===== config.mk =====
export PLATFORM = sky130hd
export DESIGN_NAME = rf_write_arbiter
export DESIGN_NICKNAME = d
export VERILOG_FILES = /design/src/rtl/rf_write_arbiter_pkg.sv /design/src/rtl/rf_write_arbiter_rr_arb2.sv /design/src/rtl/rf_write_arbiter.sv
export SDC_FILE = /design/constraint.sdc
export NUM_CORES = 1
export LEC_CHECK = 0
export CAP_MARGIN = 20
export CELL_PAD_IN_SITES_DETAIL_PLACEMENT = 0
export CELL_PAD_IN_SITES_GLOBAL_PLACEMENT = 1
export CORE_AREA = 2 2 89 91
export CTS_BUF_LIST = sky130_fd_sc_hd__clkbuf_2
export DETAILED_ROUTE_END_ITERATION = 7
export DIE_AREA = 0 0 91 93
export PLACE_DENSITY = 0.84
export RECOVER_POWER = 25
export SLEW_MARGIN = 0
export SYNTH_ARGS = -nofsm -noshare
export SYNTH_HDL_FRONTEND = slang
export SYNTH_SLANG_ARGS = --single-unit

===== constraint.sdc =====
create_clock -name clock -period 2.35 [get_ports clock]
set_input_delay 0.47 -clock clock [delete_from_list [all_inputs] [get_ports clock]]
set_output_delay 0.47 -clock clock [all_outputs]
set_load 0.05 [all_outputs]

===== src/rtl/rf_write_arbiter_pkg.sv =====
// Shared constants and encodings for the register-file write arbiter.
package rf_write_arbiter_pkg;

  localparam int RF_DATA_W = 16;
  localparam int RF_ADDR_W = 3;
  localparam int RF_NREG   = 1 << RF_ADDR_W;

  // Bit positions of the writeback and load requesters in req/gnt vectors
  localparam int GNT_WB = 0;
  localparam int GNT_LD = 1;

  // Which requester owned the port on the most recent real grant
  typedef enum logic {
    SRC_WB = 1'b0,
    SRC_LD = 1'b1
  } src_e;

endpackage


===== src/rtl/rf_write_arbiter_rr_arb2.sv =====
// Two-way arbiter: round-robin between wb and ld, or fixed wb priority.
module rr_arb2
  import rf_write_arbiter_pkg::*;
#(
  parameter int FIXED_PRIO = 0
) (
  input  logic       clock,
  input  logic       reset,
  input  logic [1:0] req,
  output logic [1:0] gnt
);

  src_e last_grant;

  // Pick a winner from the live requests; on conflict favour whoever did not win last
  always_comb begin
    gnt = 2'b00;
    if (req[GNT_WB] && req[GNT_LD]) begin
      if ((FIXED_PRIO != 0) || (last_grant == SRC_LD))
        gnt[GNT_WB] = 1'b1;
      else
        gnt[GNT_LD] = 1'b1;
    end else begin
      gnt = req;
    end
  end

  // Remember the owner of the last real port grant
  always_ff @(posedge clock or posedge reset) begin
    if (reset)
      last_grant <= SRC_WB;
    else if (gnt[GNT_LD])
      last_grant <= SRC_LD;
    else if (gnt[GNT_WB])
      last_grant <= SRC_WB;
  end

endmodule


===== src/rtl/rf_write_arbiter.sv =====
// Shares the register-file write port between writeback and late load returns,
// tracking outstanding loads per register and cancelling loads overtaken by a younger wb.
module rf_write_arbiter
  import rf_write_arbiter_pkg::*;
#(
  parameter int DATA_W     = RF_DATA_W,
  parameter int ADDR_W     = RF_ADDR_W,
  parameter int FIXED_PRIO = 0,
  parameter int DROP_R0    = 0
) (
  input  logic                     clock,
  input  logic                     reset,
  input  logic                     wb_valid,
  input  logic [ADDR_W-1:0]        wb_addr,
  input  logic [DATA_W-1:0]        wb_data,
  output logic                     wb_ready,
  input  logic                     ld_issue_valid,
  input  logic [ADDR_W-1:0]        ld_issue_addr,
  output logic                     ld_issue_ready,
  input  logic                     ld_valid,
  input  logic [ADDR_W-1:0]        ld_addr,
  input  logic [DATA_W-1:0]        ld_data,
  output logic                     ld_ready,
  output logic [(1<<ADDR_W)-1:0]   busy,
  output logic                     rf_write_en,
  output logic [ADDR_W-1:0]        rf_write_address,
  output logic [DATA_W-1:0]        rf_write_data
);

  localparam int NREG = 1 << ADDR_W;

  logic [NREG-1:0]   pend;
  logic [NREG-1:0]   kill;
  logic [NREG-1:0]   pend_nxt;
  logic [NREG-1:0]   kill_nxt;
  logic              ld_kill_hit;
  logic [1:0]        req;
  logic [1:0]        gnt;
  logic [ADDR_W-1:0] wr_addr_p0;
  logic [DATA_W-1:0] wr_data_p0;
  logic              wr_drop_p0;
  logic              out_is_ld_p1;

  // A return is dropped if its load was cancelled earlier or is overtaken this very cycle
  assign ld_kill_hit = kill[ld_addr] |
                       (wb_valid & (wb_addr == ld_addr) & pend[ld_addr]);

  // Killed returns never compete for the port
  assign req[GNT_WB] = wb_valid;
  assign req[GNT_LD] = ld_valid & ~ld_kill_hit;

  rr_arb2 #(
    .FIXED_PRIO (FIXED_PRIO)
  ) u_arb (
    .clock (clock),
    .reset (reset),
    .req   (req),
    .gnt   (gnt)
  );

  assign wb_ready       = gnt[GNT_WB];
  assign ld_ready       = gnt[GNT_LD] | ld_kill_hit;
  assign ld_issue_ready = ~busy[ld_issue_addr];

  // Hazard flags also cover the cycle in which load data is still on its way into the regfile
  always_comb begin
    busy = '0;
    for (int i = 0; i < NREG; i++)
      busy[i] = pend[i] |
                (rf_write_en & out_is_ld_p1 & (rf_write_address == ADDR_W'(i)));
  end

  // Next pend/kill: WAW cancel, then return clear, then new issue (issue wins the same register)
  always_comb begin
    pend_nxt = pend;
    kill_nxt = kill;
    if (wb_valid && wb_ready && pend[wb_addr])
      kill_nxt[wb_addr] = 1'b1;
    if (ld_valid && ld_ready) begin
      pend_nxt[ld_addr] = 1'b0;
      kill_nxt[ld_addr] = 1'b0;
    end
    if (ld_issue_valid && ld_issue_ready) begin
      pend_nxt[ld_issue_addr] = 1'b1;
      kill_nxt[ld_issue_addr] = 1'b0;
    end
  end

  // Outstanding-load bookkeeping
  always_ff @(posedge clock or posedge reset) begin
    if (reset) begin
      pend <= '0;
      kill <= '0;
    end else begin
      pend <= pend_nxt;
      kill <= kill_nxt;
    end
  end

  // Stage p0: select the granted write
  assign wr_addr_p0 = gnt[GNT_LD] ? ld_addr : wb_addr;
  assign wr_data_p0 = gnt[GNT_LD] ? ld_data : wb_data;
  assign wr_drop_p0 = (DROP_R0 != 0) && (wr_addr_p0 == '0);

  // Stage p1: registered regfile write port
  always_ff @(posedge clock or posedge reset) begin
    if (reset) begin
      rf_write_en      <= 1'b0;
      rf_write_address <= '0;
      rf_write_data    <= '0;
      out_is_ld_p1     <= 1'b0;
    end else begin
      rf_write_en  <= (|gnt) & ~wr_drop_p0;
      out_is_ld_p1 <= gnt[GNT_LD];
      if (|gnt) begin
        rf_write_address <= wr_addr_p0;
        rf_write_data    <= wr_data_p0;
      end
    end
  end

endmodule


---- Yosys cells after proc, flatten, opt, wreduce, memory -nomap -nowiden ----
Cells that the tools add are included.
cells by class
  bitwise gates (word level) .............. 31
  reduce and logical (&&, ||, !) cells .... 11
  muxes and demuxes ....................... 26
  eq/ne operators ......................... 8
  order comparisons ....................... 6
operators with widths
  cell                count
  $mux 8              5
  $and 8x8->8         3
  $mux 16             1
  $not 8->8           2
  $or 8x8->8          2
  $and 1x1->1         12
  $bmux 1 s3          4
  $eq 3x3->1 const B  4
  $lt 3x4->1 const B  3
  $mux 1              11
  $or 1x1->1          10
  $demux 1 s3         3
  $ge 3x1->1 const B  3
  $logic_and 1x1->1   8
  $eq 3x2->1 const B  2
  $eq 3x1->1 const B  1
  $eq 3x3->1          1
  $logic_not 3->1     1
  $mux 3              1
  $mux 2              1
  $not 1->1           2
  $reduce_bool 2->1   1
  $reduce_or 2->1     1
storage, ports and cells
  word-level logic and storage cells ...... 89
  output and inout bits ................... 31
  flip-flop bits (word level) ............. 38

---- Depth between registers and ports, before layout ----
  depth after elaboration ................. 15
  depth in mapped cells ................... 8

---- Modules after synthesis ----
A second synthesis with hierarchy kept.
second synthesis, totals
  cell total of the unflattened synthesis .. 260
  area, all modules ....................... 2342.2 um^2
by module, submodules not included
  module            cells an instance  instances  area each (um^2)  sequential area each (um^2)
  rf_write_arbiter  253                1          2285.9            925.9
  rr_arb2           7                  1          56.3              25.0

---- Worst setup path after synthesis ----
No wires, ideal clock.
  path type ............................... in2out
  start point ............................. in ld_addr[1]
  end point ............................... out wb_ready
  required time ........................... 1.880 ns
  stages .................................. 5
  path buffers ............................ 1
  slack ................................... -0.112 ns
  data arrival time ....................... 1.992 ns
  cells stage by stage .................... buf_2 or2_1 o221ai_1 a211oi_1 o21a_1
between the ends
  word-level cells in the longest chain between the ends .. 8
RTL lines
  item                                                         RTL line                        source
  from (decl)                                                  rf_write_arbiter.sv:21          input logic [ADDR_W-1:0] ld_addr,
  $bmux 1 s3 or $eq 3x3->1 (tied branches)                     rf_write_arbiter.sv:46          (wb_valid & (wb_addr == ld_addr) & pend[ld_addr]);
  $mux 1 (implied by the code) or $and 1x1->1 (tied branches)  rf_write_arbiter.sv:46
  $and 1x1->1                                                  rf_write_arbiter.sv:46
  $or 1x1->1 (*)                                               rf_write_arbiter.sv:45          assign ld_kill_hit = kill[ld_addr] |
  $not 1->1 (*)                                                rf_write_arbiter.sv:50          assign req[GNT_LD] = ld_valid & ~ld_kill_hit;
  $and 1x1->1 (*)                                              rf_write_arbiter.sv:50
  $logic_and 1x1->1 (*)                                        rf_write_arbiter_rr_arb2.sv:18  if (req[GNT_WB] && req[GNT_LD]) begin
  $mux 2 (*)                                                   rf_write_arbiter_rr_arb2.sv:18
  to (decl)                                                    rf_write_arbiter.sv:16          output logic wb_ready,
Mark *: on every way between the ends. The rest lies on a longest branch, timed or not. The select of a mux whose other input is x is not followed.

---- Final worst setup path ----
  start point ............................. reg kill[7]
  end point ............................... out ld_ready
between the ends
  word-level cells in the longest chain between the ends .. 8
RTL lines
  item                              RTL line                        source
  from (decl)                       rf_write_arbiter.sv:33          logic [NREG-1:0] kill;
  from (signal assigned)            rf_write_arbiter.sv:96          kill <= kill_nxt;
  $bmux 1 s3 (*)                    rf_write_arbiter.sv:45
  $mux 1 (implied by the code) (*)  rf_write_arbiter.sv:45
  $or 1x1->1 (*)                    rf_write_arbiter.sv:45
  $not 1->1                         rf_write_arbiter.sv:50
  $and 1x1->1                       rf_write_arbiter.sv:50
  $logic_and 1x1->1                 rf_write_arbiter_rr_arb2.sv:18
  $mux 2                            rf_write_arbiter_rr_arb2.sv:18
  $or 1x1->1 (*)                    rf_write_arbiter.sv:62          assign ld_ready = gnt[GNT_LD] | ld_kill_hit;
  to (decl)                         rf_write_arbiter.sv:23          output logic ld_ready,
Marked as above.

==> impl_results.md <==
* Seq pwr share at 0.309
* Slowest cell on crit path: mux4_2
* Syn Nets at 327
* Utilization after layout at 0.534
* Hold Path Depth at 2
* Seq/Total Area, Yosys at 0.374
* Clock root cell: clkbuf_2
* Reg2Reg Setup Slack at ~0.16 ns
* CTS Buf Count at 5
* CP Launch Type: register
* Routability cong. at about 0.95
* Max_slew headroom at 0.376
* Placeable Area at around 0.0075 mm2
* Cell Count, Final, Fillers Out at just over 500
* Hold Vio Cnt, Final at 0
* Psw at approximately 1.6 mW
* Final instance area at between 0.004 and 0.005 mm2
* Async SR Flop Fraction at 1.00
* CTS Hold Bufs at 0
* I/O Buffers at 76
* Number of synthesized flops with an enable pin at 0
* Routed Antenna Nets at 0
* Hold/Removal Path Class: in2reg
* Kind of critical path: reg2out
* Clk buf depth at 2
* Top cell type's share of synthesized area at 0.374
* Clock Latency Late Sink at roughly 0.40 ns
* Slowest stage delay, CP at slightly above 0.5 ns
* Fillers at a little over 700
* Cell taking the most area after synthesis: dfrtp_1
* CP Cell Sequence: mux4_2, mux2i_4, and3_4, nand2_4, nand3_4, buf_12
* Max Slew Vio Count at 0
* Max FO, Critical Path at 4
* FF+latch count, synth at 38
* Reg2reg start: kill[7]
* Mapped Area at 0.00254 mm2
* Crit end category: output pin
* Hold EP: rf_write_address[2]
* Post-DP HPWL at slightly above 6 mm
* RSZ-0062 raised after global routing: true
* Leak Pwr at roughly 1.7 nW
* Cell Rows at 32
* Number of setup violations in the final report at 3
* Routed vias/inst at between 5 and 6
* Logic gate share of total power at 0.602
* Overall Global Routing Usage at 0.197
* Grt ovf at 0
* Highest clock rate at around 0.4 GHz
* Pwr dens at just over 800 mW/mm2
* Syn Inst Count at 281
* Dominant cells by area after synthesis: dfrtp_1 (37%), a221o_1 (7.5%), nand2_1 (6.4%), a21oi_1 (4.5%), inv_1 (3.3%)
* WP data required at 1.88 ns
* Routed len/inst at 16.7 um
* Sink Count at 38
* R2R Path End: rf_write_address[2]
* Vias in the first global route at roughly 2.8k
* Internal power at between 1.5 and 2 mW
* Iteration-0 DRC Markers at between 200 and 250
* Clock share of power at 0.089
* Layout Skew at between 0.015 and 0.02 ns
* Syn avg cell area at between 9 and 10 um2
* I/O Pins at 77
* First-pass GRT wire length at about 13 mm
* Most frequent cells in the layout: buf_4 (63), clkdlybuf4s50_1 (55), nand2_1 (41)
* Failing checks: negative setup slack
* Final net count at ~450
* Total of warnings raised by yosys at 0
* Fin worst setup slack at -0.184 ns
* Synth cell types at 47
* P&R area growth vs syn at 58.2%
* Hold Startpoint: ld_addr[2]
* Peak VDD IR at roughly 0.00045 V
* Top FF cell, synth: dfrtp_1
* Dpl cells at roughly 480
* Least-Margin Pin Slew at about 0.94 ns
* CTS tree: yes
* Pin count of the biggest net entering global routing at 39
* DRC errors left at 0
* Switching Fraction at 0.478
* Max_cap viols at 0
* N_diodes at 0
* Min Tclk post-route at 2.53 ns
* Status: finished with violations
* Share of cells above drive strength 1 at 0.322
* Horiz. Die Dim at 91 um
* Most common cell after layout, fill and taps aside: buf_4
* FF-to-FF path depth at 7
* Initial Util at 0.337
* Tcrit/Tclk final at 1.08
* Post-placement cell area at ~0.0037 mm2
* Final wirelength at about 8.4 mm
* Clock slew at reported path FFs at around 0.20 ns
* Initial antenna violation count at 0
* Full die area at approximately 0.0085 mm2
* Total number of vias at ~2.7k
* H-tree depth at 2
* Number of iterations in the first detailed-routing pass at 4
* Critical path arrival at about 2 ns
* DIE HEIGHT at between 90 and 100 um
==> routing by layer <==
layer,up-vias,track usage,routed length [um]
met4,0,0.0556,133
met3,12,0.0475,578
met2,110,0.338,4130
li1,1298,-,-
met5,-,0,0
met1,1303,0.249,3570
==> metrics by stage <==
| step | hold WS [ns] | setup WS (ns) | setup TNS [ns] | power (mW) |
|---|---|---|---|---|
| 2_1_floorplan | 0.508 | 0.00250 | 0 | 2.13 |
| 3_3_place_gp | 0.499 | -0.422 | -12.73 | 2.84 |
| 3_5_place_dp | 0.501 | -0.462 | -14.67 | 2.85 |
| 4_1_cts | 0.439 | -0.187 | -0.421 | 3.27 |
| 5_1_grt | 0.432 | -0.279 | -0.766 | 3.48 |
| 6_report | 0.470 | -0.184 | -0.369 | 3.32 |
==> cells in the mapped netlist, drive strengths merged, types with 3 or more instances <==
cell type / count
a21oi: 24
mux2: 3
dfrtp: 38
nand2: 43
o21ai: 10
nor3b: 3
buf: 15
clkbuf: 10
a2111oi: 9
inv: 22
and3b: 3
nor2b: 6
a221o: 19
nand3: 9
and3: 3
o2bb2ai: 8
a221oi: 8
a211oi: 10
nor2: 4
xnor2: 3
or4b: 3
==> cell families after synthesis <==
kind of cell / share of synthesized area
XOR/XNOR: 0.0103
multiplexers: 0.0399
buffers and inverters: 0.0946
AND/OR/NAND/NOR: 0.179
AO/OA/AOI/OAI: 0.301
flip-flops: 0.374
==> power groups by stage <==
stage	sequential [mW]	clock, mW	combinational [mW]
CTS	1.01	0.313	1.95
floorplan	1.28	0	0.852
global placement	1.02	0	1.82
detailed placement	1.01	0	1.84
global route	1.04	0.333	2.11
finish	1.03	0.294	2.00
==> registers in the layout, summed over array words and instances (netlist names) <==
| register | count |
|---|---|
| out_is_ld_p1 | 1 |
| rf_write_en | 1 |
| rf_write_data | 16 |
| rf_write_address | 3 |
| u_arb.last_grant | 1 |
| pend | 8 |
| kill | 8 |
==> worst max-delay path, delay by kind of cell, from the launching register on <==
kind / cells / cell delay, ns
flops: 1 / 0.44
buf+inv: 1 / 0.14
simple gates: 3 / 0.36
mux: 2 / 0.71
==> final cells by class <==
type | count | area, um2 | share of cell area
timing repair buffer | 137 | 1270 | 0.317
clock inverter | 3 | 16.3 | 0.00405
sequential | 38 | 955 | 0.238
multi-input combinational | 196 | 1540 | 0.383
clock buffer | 5 | 25.0 | 0.00623
tap | 102 | 128 | 0.0318
inverter | 22 | 82.6 | 0.0205
==> worst max-delay path by stage <==
stage,from,end,cells after the start
finish,kill[7],ld_ready,6
global route,kill[7],ld_ready,6
floorplan,ld_addr[1],wb_ready,5
global placement,ld_addr[0],ld_ready,7
detailed placement,ld_addr[0],ld_ready,7
CTS,kill[7],ld_ready,6
==> timing repair <==
action                                  CTS  global route
buffers inserted                          8             3
pin swaps                                 6             4
endpoints found under the setup margin    3             6
gates resized for setup                  31            26
Note: power is estimated with default switching activity, not from simulation.
